<file path="config.mk">
export PLATFORM = sky130hd
export DESIGN_NAME = multi_tick_generator
export DESIGN_NICKNAME = d
export VERILOG_FILES = /design/src/rtl/multi_tick_generator.sv
export SDC_FILE = /design/constraint.sdc
export NUM_CORES = 1
export LEC_CHECK = 0
export ABC_AREA = 1
export BUFFER_PORTS_ARGS = -buffer_cell sky130_fd_sc_hd__clkbuf_2
export CORE_ASPECT_RATIO = 0.6
export CORE_MARGIN = 3
export CORE_UTILIZATION = 35
export CTS_BUF_LIST = sky130_fd_sc_hd__clkbuf_8
export CTS_CLUSTER_SIZE = 16
export DETAILED_ROUTE_END_ITERATION = 10
export PLACE_DENSITY = 0.57
export SLEW_MARGIN = 30
export SYNTH_ARGS = -nofsm -noshare
export SYNTH_HDL_FRONTEND = slang
export SYNTH_SLANG_ARGS = --single-unit
</file>
<file path="constraint.sdc">
create_clock -name clk -period 8.5 [get_ports clk]
set_input_delay 0.425 -clock clk [delete_from_list [all_inputs] [get_ports clk]]
set_output_delay 0.425 -clock clk [all_outputs]
set_load 0.02 [all_outputs]
</file>
<file path="src/rtl/multi_tick_generator.sv">
// multi_tick_generator: per-channel programmable periodic one-cycle strobes and 50% square waves
// Ports: clk, reset (async, active-high), enable[CHANNELS] run enables,
//        wr_en/wr_ch/wr_period period write, sync (only with TICK_SYNC_EN),
//        tick_pulse/tick_level per-channel registered outputs, tick_any registered OR of pulses.
// Optional feature macro: TICK_SYNC_EN adds the sync port for phase-coherent restart of all channels.
module multi_tick_generator #(
    parameter int CHANNELS       = 4,
    parameter int CNT_WIDTH      = 32,
    parameter int DEFAULT_PERIOD = 100000
) (
    input  logic                 clk,
    input  logic                 reset,
    input  logic [CHANNELS-1:0]  enable,
    input  logic                 wr_en,
    input  logic [3:0]           wr_ch,
    input  logic [CNT_WIDTH-1:0] wr_period,
`ifdef TICK_SYNC_EN
    input  logic                 sync,
`endif
    output logic [CHANNELS-1:0]  tick_pulse,
    output logic [CHANNELS-1:0]  tick_level,
    output logic                 tick_any
);
    logic [CNT_WIDTH-1:0] period_q [CHANNELS];
    logic [CNT_WIDTH-1:0] period_d [CHANNELS];
    logic [CNT_WIDTH-1:0] cnt_q    [CHANNELS];
    logic [CNT_WIDTH-1:0] cnt_d    [CHANNELS];
    logic [CHANNELS-1:0]  pulse_q, pulse_d, level_q, level_d;
    logic                 any_q, any_d;
    logic                 sync_hit;

`ifdef TICK_SYNC_EN
    assign sync_hit = sync;
`else
    assign sync_hit = 1'b0;
`endif

    always_comb begin
        for (int i = 0; i < CHANNELS; i++) begin
            period_d[i] = period_q[i];
            cnt_d[i]    = cnt_q[i] + CNT_WIDTH'(1);
            pulse_d[i]  = 1'b0;
            level_d[i]  = level_q[i];
            if (sync_hit) begin
                cnt_d[i]   = '0;
                level_d[i] = 1'b0;
            end else if (wr_en && wr_ch == 4'(i)) begin
                // a write wins over a coincident expiry, so no pulse this edge
                period_d[i] = wr_period;
                cnt_d[i]    = '0;
            end else if (!enable[i] || period_q[i] == '0) begin
                cnt_d[i] = '0;
            end else if (cnt_q[i] == period_q[i] - CNT_WIDTH'(1)) begin
                cnt_d[i]   = '0;
                pulse_d[i] = 1'b1;
                level_d[i] = ~level_q[i];
            end
        end
        any_d = |pulse_d;
    end

    always_ff @(posedge clk or posedge reset) begin
        if (reset) begin
            for (int i = 0; i < CHANNELS; i++) begin
                period_q[i] <= CNT_WIDTH'(DEFAULT_PERIOD);
                cnt_q[i]    <= '0;
            end
            pulse_q <= '0;
            level_q <= '0;
            any_q   <= 1'b0;
        end else begin
            for (int i = 0; i < CHANNELS; i++) begin
                period_q[i] <= period_d[i];
                cnt_q[i]    <= cnt_d[i];
            end
            pulse_q <= pulse_d;
            level_q <= level_d;
            any_q   <= any_d;
        end
    end

    assign tick_pulse = pulse_q;
    assign tick_level = level_q;
    assign tick_any   = any_q;
endmodule

</file>
# == Word-level counts from Yosys, hierarchy flattened ==
# Index checks and enable logic that the tools add are counted.
# totals
register_bits,265
word_cells,87
output_inout_bits,9
# classes
eq_ne,7
muxes,24
n_reduce_logical,22
add_sub_neg,8
n_bitwise,12
# op_table
operator,count
2-to-1 mux 32 bit,12
adder 32 x 1 -> 32 bit (second input constant),4
== test 32 bit,4
logical NOT 32 bit,4
subtractor 32 x 1 -> 32 bit (second input constant),4
2-to-1 mux 1 bit,12
inverter 1 bit,12
AND reduction 3 bit,4
== test 4 x 2 -> 1 bit (second input constant),2
== test 4 x 1 -> 1 bit (second input constant),1
logical AND 1 bit,4
logical NOT 1 bit,4
logical NOT 4 bit,1
logical OR 1 bit,4
OR reduction 4 bit,1

# == Logic depth before layout (Yosys ltp) ==
# logic_depth
ltp_word,6
ltp_mapped,18
mapped_depth_nobuf,17

# == Least setup slack after synthesis ==
# No wires, ideal clock.
# synth_timing
path_kind,reg-to-reg
startpoint,register period_q[64] in the netlist's numbering
endpoint,register cnt_q[87] in the netlist's numbering
t_required_ns,8.380
path_stages_with_launch,17
arrival_time_ns,2.091
path_buffers,2
setup_slack_ns,6.289
path_cell_list,dfrtp_1 -> inv_1 -> ha_1 -> nand2_1 -> nor2_1 -> buf_2 -> nand2_1 -> xor2_1 -> nor2_1 -> nand2_1 -> nor2_1 -> nand2_1 -> nor2_2 -> nand3_1 -> nand2_2 -> buf_4 -> nor2_1
# synth_lines
item,line,rtl
from (decl),24,logic [CNT_WIDTH-1:0] period_q [CHANNELS];
"from (signal, indexed assignment)",65,period_q[i] <= CNT_WIDTH'(DEFAULT_PERIOD);
"from (signal, indexed assignment)",73,period_q[i] <= period_d[i];
"to (signal, indexed assignment)",74,cnt_q[i] <= cnt_d[i];
to (decl),26,logic [CNT_WIDTH-1:0] cnt_q [CHANNELS];

==> impl_metrics.toml <==
[pwr]
p_int_mw = 2.52
p_sw_frac = 0.379
p_seq_frac = 0.405
leakage_nw = 9.32
combinationalPowerShare = 0.275
clock_power_share = 0.320
power_switching_mw = 1.54
power-per-cell-area_mw_per_mm2 = 202
max-vdd-ir-drop_mv = 0.116

[floorplan]
fp-row-count = 63
die-area_mm2 = 0.0547
coreArea_mm2 = 0.0503
fp.dieW_um = 300
die_y_um = 182
io_pins = 52
initial_utilization = 0.361

[route]
firstDrtPassIters = 6
dr.first_iter.drc_count = 1822
finalWirelength_um = 59200
wl_per_cell_um = 17.0
via_count = 17300
antenna_left = 0
viasPerCell = 4.97
drc = 0

[clock_network]
htreeDepth = 2
cts_made_buffers = 44
cts_buffer_depth = 3
cts_tree = "yes"
cts_root_buffer = "clkbuf_8"
cts_setup_buffers = 0
worstSkewPairLatency_ns = 0.63
clk_pin_slew_ns = 0.06
clock_sinks = 265

[worst_setup_path]
path_class = "flip-flop to flip-flop"
worstPathArrival_ns = 3.66
reg2reg_depth = 15
r2r_slack_ns = 5.32
worstSetupEndpointType = "flip-flop"
worstPathRequired_ns = 8.98
critPathLaunchType = "flip-flop"
cp_max_fo = 32

[timing]
report.final.hold_viol_count = 0
timing.final.crit_share = 0.374
setup_viol = 0
period_needed_ns = 3.18
max_freq_ghz = 0.315
fin_skew_ns = 0.0282
setup_tns_ns = 0
worst_slew_pin_slew_ns = 0.881
drv_slew = 0
slew_headroom = 0.411
rsz0062_at_grt = "false"

[placed_design]
place_hpwl_um = 47000
place.gp.congestion = 0.955
io_buffers = 51

[yosys]
synthTopCellsByArea = "dfrtp_1 (33%), nand2_1 (16%), nor2_1 (9.9%)"
async_reset_ff_frac = 1.00
synth_top_family_by_area = "simple AND/OR/NAND/NOR gates"
yosys_warnings = 0
yosys.area_share.simple = 0.385
syn_area_per_cell_um2 = 6.70
ys_seq_elements = 265
synth-xor-area-share = 0.0997
yosysTopAreaCellShare = 0.332
synthMuxAreaShare = 0
synthFlopType = "dfrtp_1"
ys_types = 44
synth_edf_count = 0
seq_area_frac_synth = 0.367
synth_area_mm2 = 0.0182
netlist_instances = 2710
yosys-top-cells-count = "nand2_1 (783), nor2_1 (479), inv_1 (329)"
synth_area_leader_cell = "dfrtp_1"
synth-compound-area-share = 0.0604
synth_fa_ha_area_frac = 0.00551
synth_most_common_cell = "nand2_1"
synth_nets = 2761

[finish]
areaGrowthSynthToFinish_pct = 11.0
final_nets = 2817
drive_gt1_frac = 0.0796
fill_cells = 5389
diodes = 0
finish.utilization = 0.401

[run_status]
status = "finished clean"

[global_route]
grt-ovfl-total = 0
grtUsageTotal = 0.216
grt_max_degree = 80
grt_antenna_before_repair = 1
grt_pass1_vias = 15900
grt_first_pass_wirelength_um = 92200

[flow_run]
maxCapViolations = 0

[worst_hold_path]
worstHoldPathCells = 3
worstHoldPathType = "input pin to flip-flop"
==> kinds of logic after synthesis <==
| logic type | Yosys count |
|---|---|
| fa+ha+maj | 8 |
| buf+inv | 380 |
| xor+xnor | 205 |
| simple gates | 1645 |
| flops | 265 |
| compound gates | 207 |
==> cells in the final DEF, fill, tap and decap left out, types with 2 or more instances in the layout <==
cell type	count
nand2_1	783
nor2_1	479
inv_1	344
dfrtp_1	241
o21ai_0	167
nand3_1	139
xor2_1	134
nor3_1	75
xnor2_1	70
nand4_1	59
clkbuf_8	53
clkbuf_2	51
nor2_2	27
nand3b_1	26
dfstp_2	24
a21oi_1	17
nand2_2	11
o21bai_1	11
nor2_4	9
or2_2	8
ha_1	8
nor4_1	7
nand3_2	6
nor3_2	6
bufinv_16	5
buf_4	5
and3_1	4
clkinvlp_4	3
clkinv_2	3
o22ai_1	2
a31oi_1	2
nor4_2	2
a21o_1	2
inv_8	2
dlygate4sd3_1	2
==> worst max-delay path, cell delays in order, from the launching register on <==
cell,delay [ns]
dfrtp_1,0.38
inv_1,0.16
ha_1,0.21
nand2_1,0.14
nor2_1,0.60
nand3_1,0.23
nand2_1,0.15
nand2_1,0.06
nand2_1,0.07
nand2_1,0.06
nor2_1,0.10
nand2_1,0.07
nor2_2,0.12
nand3_1,0.09
nand2_2,0.47
nor2_1,0.10
==> routing by layer <==
| metal | track usage | part of all wire | routed length, um | vias up |
|---|---|---|---|---|
| met3 | 0.0348 | 0.079 | 4670 | 83 |
| met5 | 0 | 0.00022 | 13 | - |
| met1 | 0.366 | 0.54 | 32100 | 8070 |
| li1 | - | - | - | 8605 |
| met2 | 0.272 | 0.36 | 21100 | 556 |
| met4 | 0.0516 | 0.022 | 1320 | 2 |
==> power by group through the flow <==
stage | clock network, mW | registers, mW | logic (mW)
after floorplan | 0 | 1.57 | 0.857
after global placement | 0 | 1.66 | 1.09
after detailed placement | 0 | 1.66 | 1.10
after CTS | 1.34 | 1.64 | 1.11
after global routing | 1.41 | 1.67 | 1.28
final | 1.30 | 1.65 | 1.12
==> layout make-up <==
| class | count | area (um^2) | area share |
|---|---|---|---|
| Sequential cell | 265 | 6660 | 0.331 |
| Clock buffer | 53 | 729 | 0.0362 |
| Timing Repair Buffer | 60 | 360 | 0.0179 |
| Inverter | 330 | 1250 | 0.0619 |
| Multi-Input combinational cell | 2065 | 10000 | 0.498 |
| Clock inverter | 29 | 268 | 0.0133 |
| Tap cell | 682 | 853 | 0.0424 |
==> path summary, 6_finish.rpt <==
check / start / end
min in group asynchronous: reset / cnt_q[39]
setup reg to reg: period_q[64] / cnt_q[81]
hold reg to reg: tick_level[0] / tick_level[0]
setup / recovery: period_q[64] / cnt_q[81]
max in group asynchronous: reset / cnt_q[123]
hold / removal: wr_period[11] / period_q[75]
==> through the flow <==
stage	instances	hold slack [ns]	setup WS (ns)	power (mW)	instance area [um^2]
4_1_cts	3483	0.00148	5.34	4.09	20100
3_5_place_dp	3399	0.473	5.36	2.76	19100
6_report	3484	0.0490	5.32	4.07	20100
3_3_place_gp	3398	0.470	5.40	2.74	19100
2_1_floorplan	2710	0.450	0.818	2.42	18200
5_1_grt	3484	0.0376	4.94	4.35	20100
==> flip-flops by register name, indices dropped and copies added (netlist names) <==
name        flops
period_q      128
tick_level      4
cnt_q         128
tick_any        1
tick_pulse      4
==> repair_timing <==
item	4_1_cts	5_1_grt
resized for setup	0	0
endpoints found under the setup margin	0	0
hold endpoints to repair	59	0
hold buffers	2	0
Power figures use the tool's default switching activity.
